### config.mk
export PLATFORM = sky130hd
export DESIGN_NAME = write_back_regfile
export DESIGN_NICKNAME = d
export VERILOG_FILES = /design/src/rtl/write_back_regfile.sv
export SDC_FILE = /design/constraint.sdc
export NUM_CORES = 2
export LEC_CHECK = 0
export CAP_MARGIN = 20
export CORE_AREA = 2 2 463 465
export DETAILED_ROUTE_END_ITERATION = 10
export DIE_AREA = 0 0 465 467
export DONT_BUFFER_PORTS = 1
export PLACE_DENSITY_LB_ADDON = 0.1
export SLEW_MARGIN = 20
export SYNTH_ARGS = -nofsm -noshare
export SYNTH_HDL_FRONTEND = slang
export SYNTH_SLANG_ARGS = --single-unit
### constraint.sdc
create_clock -name clk_40 -period 6.32 [get_ports clk_40]
set_input_delay 0.948 -clock clk_40 [delete_from_list [all_inputs] [get_ports clk_40]]
set_output_delay 0.948 -clock clk_40 [all_outputs]
set_load 0.02 [all_outputs]
### src/rtl/write_back_regfile.sv
// Nios2 write-back stage: registers the memory-stage bundle, commits it to a
// 32x32 register file one edge later, and counts retired instructions.
module write_back_regfile #(
    parameter logic [31:0] SP_INIT = 32'h0000_1000,
    parameter bit          BYPASS  = 1'b1
) (
    input  logic        clk_40,
    input  logic        rst_n_40,
    input  logic        valid_in_40,
    input  logic        stall_40,
    input  logic [5:0]  opcode_in_40,
    input  logic [5:0]  src_reg_in_40,
    input  logic [5:0]  dest_reg_in_40,
    input  logic [5:0]  targ_reg_in_40,
    input  logic [31:0] mem_out1_40,
    input  logic [31:0] mem_out2_40,
    output logic        wb_en_40,
    output logic [4:0]  wb_addr_40,
    output logic [31:0] wb_data_40,
    output logic [31:0] retire_cnt_40,
    output logic [31:0] r0,  output logic [31:0] r1,  output logic [31:0] r2,  output logic [31:0] r3,
    output logic [31:0] r4,  output logic [31:0] r5,  output logic [31:0] r6,  output logic [31:0] r7,
    output logic [31:0] r8,  output logic [31:0] r9,  output logic [31:0] r10, output logic [31:0] r11,
    output logic [31:0] r12, output logic [31:0] r13, output logic [31:0] r14, output logic [31:0] r15,
    output logic [31:0] r16, output logic [31:0] r17, output logic [31:0] r18, output logic [31:0] r19,
    output logic [31:0] r20, output logic [31:0] r21, output logic [31:0] r22, output logic [31:0] r23,
    output logic [31:0] r24, output logic [31:0] r25, output logic [31:0] r26, output logic [31:0] r27,
    output logic [31:0] r28, output logic [31:0] r29, output logic [31:0] r30, output logic [31:0] r31
);

    localparam int unsigned NREGS  = 32;
    localparam logic [5:0]  OP_NOPE = 6'b111111;
    localparam logic [4:0]  SP_IDX  = 5'd27;

    logic [31:0] regs [1:NREGS-1];
    logic [31:0] rd   [NREGS];
    logic        stage_valid;
    logic [5:0]  stage_opcode;
    logic [5:0]  stage_src;
    logic [31:0] stage_out2;
    logic [5:0]  dec_idx;
    logic        dec_has;
    logic        dec_wr;
    logic        unused_dbg;

    // Destination decode on the incoming opcode so the WB outputs can be registered
    always_comb begin
        dec_idx = 6'd0;
        dec_has = 1'b0;
        unique case (opcode_in_40)
            6'b110001, 6'b100111: begin
                dec_idx = dest_reg_in_40;
                dec_has = 1'b1;
            end
            6'b000100, 6'b011111, 6'b010111: begin
                dec_idx = targ_reg_in_40;
                dec_has = 1'b1;
            end
            6'b000000: begin
                dec_idx = 6'd31;
                dec_has = 1'b1;
            end
            default: begin
                dec_idx = 6'd0;
                dec_has = 1'b0;
            end
        endcase
        dec_wr = dec_has && !dec_idx[5] && (dec_idx[4:0] != 5'd0);
    end

    // WB stage register; a stall inserts a bubble
    always_ff @(posedge clk_40 or negedge rst_n_40) begin
        if (!rst_n_40) begin
            stage_valid  <= 1'b0;
            stage_opcode <= OP_NOPE;
            stage_src    <= 6'd0;
            stage_out2   <= 32'd0;
            wb_en_40     <= 1'b0;
            wb_addr_40   <= 5'd0;
            wb_data_40   <= 32'd0;
        end else begin
            stage_opcode <= opcode_in_40;
            stage_src    <= src_reg_in_40;
            stage_out2   <= mem_out2_40;
            if (stall_40) begin
                stage_valid <= 1'b0;
                wb_en_40    <= 1'b0;
                wb_addr_40  <= 5'd0;
                wb_data_40  <= 32'd0;
            end else begin
                stage_valid <= valid_in_40;
                wb_en_40    <= valid_in_40 && dec_wr;
                wb_addr_40  <= (valid_in_40 && dec_wr) ? dec_idx[4:0] : 5'd0;
                wb_data_40  <= (valid_in_40 && dec_wr) ? mem_out1_40 : 32'd0;
            end
        end
    end

    // Commit and retire
    always_ff @(posedge clk_40 or negedge rst_n_40) begin
        if (!rst_n_40) begin
            for (int i = 1; i < NREGS; i++) begin
                regs[i] <= (5'(i) == SP_IDX) ? SP_INIT : 32'd0;
            end
            retire_cnt_40 <= 32'd0;
        end else begin
            if (wb_en_40) begin
                regs[wb_addr_40] <= wb_data_40;
            end
            if (stage_valid && (stage_opcode != OP_NOPE)) begin
                retire_cnt_40 <= retire_cnt_40 + 32'd1;
            end
        end
    end

    // Read ports with optional write-before-read bypass
    assign rd[0] = 32'd0;
    for (genvar g = 1; g < NREGS; g++) begin : g_rd
        assign rd[g] = (BYPASS && wb_en_40 && (wb_addr_40 == 5'(g))) ? wb_data_40 : regs[g];
    end

    assign unused_dbg = ^{stage_src, stage_out2};

    assign r0  = rd[0];  assign r1  = rd[1];  assign r2  = rd[2];  assign r3  = rd[3];
    assign r4  = rd[4];  assign r5  = rd[5];  assign r6  = rd[6];  assign r7  = rd[7];
    assign r8  = rd[8];  assign r9  = rd[9];  assign r10 = rd[10]; assign r11 = rd[11];
    assign r12 = rd[12]; assign r13 = rd[13]; assign r14 = rd[14]; assign r15 = rd[15];
    assign r16 = rd[16]; assign r17 = rd[17]; assign r18 = rd[18]; assign r19 = rd[19];
    assign r20 = rd[20]; assign r21 = rd[21]; assign r22 = rd[22]; assign r23 = rd[23];
    assign r24 = rd[24]; assign r25 = rd[25]; assign r26 = rd[26]; assign r27 = rd[27];
    assign r28 = rd[28]; assign r29 = rd[29]; assign r30 = rd[30]; assign r31 = rd[31];

endmodule

# After elaboration in Yosys (flattened, before gate mapping)
# Index checks and enable logic that the tools add are counted.
dict set report classes {
  n_eq_ne 37
  addsub 1
  n_lt_le_gt_ge 2
  multipliers 0
  n_bitwise 1
  n_reduce_logical 42
  div_mod_pow 0
  shifts 0
  n_mux 42
}
# operator count
set ops {}
lappend ops {{2-to-1 mux 32 bit} 34}
lappend ops {{bitwise mux 992 bit} 1}
lappend ops {{demux 32 bit (select 5 bit)} 1}
lappend ops {{equality test 5 bit, second input constant} 16}
lappend ops {{equality test 5 x 4 -> 1 bit, second input constant} 8}
lappend ops {{logical AND 1 bit} 36}
lappend ops {{adder 32 x 1 -> 32 bit, second input constant} 1}
lappend ops {{equality test 5 x 3 -> 1 bit, second input constant} 4}
lappend ops {{one-hot mux 6 bit (3 select lines)} 1}
lappend ops {{equality test 6 x 5 -> 1 bit, second input constant} 2}
lappend ops {{equality test 6 bit, second input constant} 2}
lappend ops {{equality test 5 x 2 -> 1 bit, second input constant} 2}
lappend ops {{2-to-1 mux 5 bit} 2}
lappend ops {{equality test 6 x 3 -> 1 bit, second input constant} 1}
lappend ops {{>= comparator 6 bit, second input constant} 1}
lappend ops {{logical NOT 6 bit} 1}
lappend ops {{< comparator 6 x 1 -> 1 bit, second input constant} 1}
lappend ops {{!= test 6 bit, second input constant} 1}
lappend ops {{NOT 5 -> 6 bit} 1}
lappend ops {{OR reduction 6 bit} 1}
lappend ops {{equality test 5 x 1 -> 1 bit, second input constant} 1}
lappend ops {{nonzero test 5 bit} 1}
lappend ops {{2-to-1 mux 1 bit} 3}
lappend ops {{OR reduction 3 bit} 1}
lappend ops {{2 further kinds} 2}
dict set report word_totals {
  n_memories 0
  input_bits 92
  mem_bits_rw 0
  romBits 0
  latch_bits 0
  reg_bits 1069
  elab_cells 162
  output_inout_bits 1094
}

# Longest topological paths before layout
dict set report depth {
  word_depth 9
  ltp_mapped 7
  ltp_nobuf 6
}

# Least setup slack after synthesis
# Ideal clock, no wire load.
dict set report synth_path {
  kind {register to output}
  from {register wb_addr_40[1]}
  to {output r12[0]}
  arrival_ps 2209
  n_path_buf 3
  t_required_ps 5372
  path_slack_ps 3163
  stages_incl_launch_ff 7
  path_cell_list {dfrtp_1 > clkbuf_1 > or3b_2 > clkbuf_1 > nor2_2 > buf_6 > mux2_2}
}
dict set report synth_between {
  elab_chain_cells 3
}
# item line_no
set synth_lines {}
lappend synth_lines {{start, declared} 18} ;# output logic [4:0] wb_addr_40,
lappend synth_lines {{start signal, assigned} 93} ;# wb_addr_40 <= (valid_in_40 && dec_wr) ? dec_idx[4:0] : 5'd0;
lappend synth_lines {{equality test 5 x 4 -> 1 bit} 119} ;# assign rd[g] = (BYPASS && wb_en_40 && (wb_addr_40 == 5'(g))) ? wb_data_40 : regs[g];
lappend synth_lines {{logical AND 1 bit} 119}
lappend synth_lines {{2-to-1 mux 32 bit} 119}
lappend synth_lines {{end, declared} 24} ;# output logic [31:0] r12, output logic [31:0] r13, output logic [31:0] r14, output logic [31:0] r15,
# No other way between the ends.

# Final worst setup path
dict set report layout_path {
  from {register wb_addr_40[3]}
  to {output r25[0]}
}
dict set report layout_between {
  elab_chain_cells 3
}
# item line_no
set layout_lines {}
lappend layout_lines {{equality test 5 bit} 119}
lappend layout_lines {{logical AND 1 bit} 119}
lappend layout_lines {{2-to-1 mux 32 bit} 119}
lappend layout_lines {{end, declared} 27} ;# output logic [31:0] r24, output logic [31:0] r25, output logic [31:0] r26, output logic [31:0] r27,
# No other way between the ends.

==> impl_metrics.json <==
{
  "dr_total_vias": 29415,
  "wl_per_cell_um": 29.6,
  "ant_nets": 0,
  "drt_iter0_drc": 1139,
  "slew_viol_final": 0,
  "nets": 3612,
  "synthDistinctLibCells": 45,
  "path_max_fanout": 27,
  "slew_headroom": 0.286,
  "drtPass1Iterations": 4,
  "end_kind": "output pin",
  "use_met2": 0.280,
  "status": "finished, final reports clean",
  "yosys_warnings": 0,
  "critPathLaunchType": "flip-flop",
  "drive_gt1_frac": 0.658,
  "global_route.peak_usage_layer": "met2",
  "critPathRequiredTime_ns": 5.37,
  "chipWidth_um": 465,
  "numCtsBuffers": 142,
  "clock-root-buffer": "clkbuf_16",
  "yosysSeqAreaShare": 0.510,
  "avgViaCountPerCell": 4.55,
  "crit_arrival_ns": 4.03,
  "final-seq-area_um2": 26800,
  "cap_viol_max_count": 0,
  "cts_max_level": 4,
  "portBuffers": 0,
  "first_global_vias": 29895,
  "synth_area_um2": 52500,
  "initial_core_util": 0.248,
  "track_usage": 0.170,
  "p_per_area_nw_per_um2": 255,
  "p_leak_nw": 29.4,
  "worstMarginPinSlew_ns": 1.07,
  "finalInstanceArea_um2": 60000,
  "clk_latency_ns": 0.77,
  "rsz0062_at_grt": "false",
  "dpl.hpwl_um": 130000,
  "gp_congestion": 0.733,
  "post-route-drc-count": 0,
  "dpl-instance-area_um2": 55300,
  "die_area_um2": 217000,
  "multi_input_area_um2": 24100,
  "clkTransAtPathRegs_ns": 0.05,
  "use_met3": 0.0729,
  "synth.avg_cell_area_um2": 14.3,
  "final-hold-violation-count": 0,
  "finClkSkew_ns": 0.0328,
  "routed_wl_um": 191000,
  "grt_pass1_wl_um": 261000,
  "ctsLongestPathBuffers": 3,
  "synth_cells": 3684,
  "row_count": 169,
  "crit_type": "reg -> out",
  "grt_use_met1": 0.192,
  "cts_hold_buf": 0,
  "globalRouteOverflowTotal": 0,
  "ctsResizeCount": 0,
  "final_cell_mix": "mux2_2 (1985), dfrtp_1 (1030), clkbuf_16 (145)",
  "period_needed_ns": 4.98,
  "tns_ns": 0,
  "grt_max_degree": 126,
  "die_y_um": 467,
  "rr_worst_depth": 4,
  "cts_tree": "yes",
  "postCtsSetupBuffers": 0,
  "critPathLaunch": "wb_addr_40[3]",
  "setup_violations": 0,
  "r2r_start": "wb_addr_40[3]",
  "io_pins": 1186,
  "fmax_ghz": 0.201,
  "fin_crit_sh": 0.787,
  "cts.sinks": 1069,
  "ir_drop_v": 0.000249,
  "synth-seq-cells": 1069,
  "core_um2": 212000,
  "hold_path_class": "in -> async",
  "syn2layout_area_growth_pct": 14.2,
  "fill_cells": 21654,
  "final_common_cell": "mux2_2",
  "antenna_found_initial": 12
}
## area by class of cell
| type | count | area share |
|---|---|---|
| inverters | 2 | 0.000125 |
| clock inverters | 39 | 0.00822 |
| flip-flops and latches | 1069 | 0.447 |
| multi-input cells | 2221 | 0.402 |
| clock buffers | 214 | 0.0688 |
| diodes | 16 | 0.000668 |
| well taps | 2821 | 0.0588 |
| repair buffers | 83 | 0.0143 |
## stage by stage
stage / total power, mW / hold WS (ns) / cells / util / setup WS [ns]
2_1_floorplan: 7.10 / 0.474 / 3715 / - / 3.16
3_3_place_gp: 7.31 / 0.481 / 6196 / 0.261 / 1.91
3_5_place_dp: 7.31 / 0.487 / 6196 / 0.261 / 1.96
4_1_cts: 15.7 / 0.0992 / 6449 / 0.283 / 1.07
5_1_grt: 16.0 / 0.108 / 6452 / 0.283 / 1.08
6_report: 15.3 / 0.117 / 6465 / 0.283 / 1.34
## worst max-delay path, cell delays in order, from the launching register on
cell	delay, ns
dfrtp_1	0.78
nand3b_1	0.53
nor2_4	0.95
buf_4	0.46
mux2_2	0.47
## path summary, 6_finish.rpt
check | slack [ns] | to
max reg2reg | 3.01 | regs[219]
max in group asynchronous | 4.65 | regs[823]
min reg2reg | 0.50 | regs[431]
min | 0.12 | regs[297]
max | 1.34 | r25[0]
min in group clk_40 | 0.17 | stage_opcode[3]
## registers in the layout, indices dropped and copies added (netlist names)
signal / flops
regs: 992
retire_cnt_40: 32
stage_opcode: 6
wb_data_40: 32
wb_en_40: 1
wb_addr_40: 5
stage_valid: 1
## logic make-up (layout without fill, tap and decap cells)
logic type                 Yosys count  count (layout)  share of synthesized area
buffers and inverters              425             338                     0.0381
adders and majority gates            1               1                   0.000238
xor gates and xnor gates            31              31                    0.00517
other                                1              48                  0.0000714
DFF                               1069            1069                      0.510
muxes                             1985            1985                      0.426
AOI/OAI and AO/OA                   14              14                    0.00329
and+or+nand+nor                    158             158                     0.0180
## cell usage after synthesis (all sizes together)
cell type | instances | share of area
a21oi | 1 | 0.000095
ha | 1 | 0.00024
dfstp | 7 | 0.0035
clkbuf | 293 | 0.021
a21boi | 1 | 0.00036
inv | 2 | 0.00014
nand2 | 35 | 0.0025
and4 | 4 | 0.00067
conb | 1 | 0.000071
and3b | 1 | 0.00017
or3 | 1 | 0.00012
and2b | 1 | 0.00017
dfrtp | 1062 | 0.51
nand3 | 18 | 0.0017
and3 | 17 | 0.0020
buf | 130 | 0.017
nor2b | 6 | 0.00071
and2 | 29 | 0.0045
a211oi | 2 | 0.00062
xor2 | 5 | 0.00083
a211o | 1 | 0.00017
o21a | 1 | 0.00014
nand4 | 6 | 0.00071
or2 | 1 | 0.00012
mux2 | 1985 | 0.43
or3b | 2 | 0.00038
xnor2 | 26 | 0.0043
or4 | 3 | 0.00050
nor3b | 4 | 0.00057
o221a | 1 | 0.00038
a2111oi | 1 | 0.00029
nor3 | 6 | 0.00067
a221oi | 6 | 0.0012
nor2 | 19 | 0.0017
nand3b | 5 | 0.00071
## power breakdown
part | internal, mW | switching (mW)
logic | 0.0339 | 0.193
registers | 6.87 | 0.0693
clock network | 4.81 | 3.32
## routing by layer
metal  vias up  wire, um
li1      12734         -
met1     15531     73500
met2       887     91600
met3       255     17400
met4         8      8460
met5         -        40
Power figures use the tool's default switching activity.
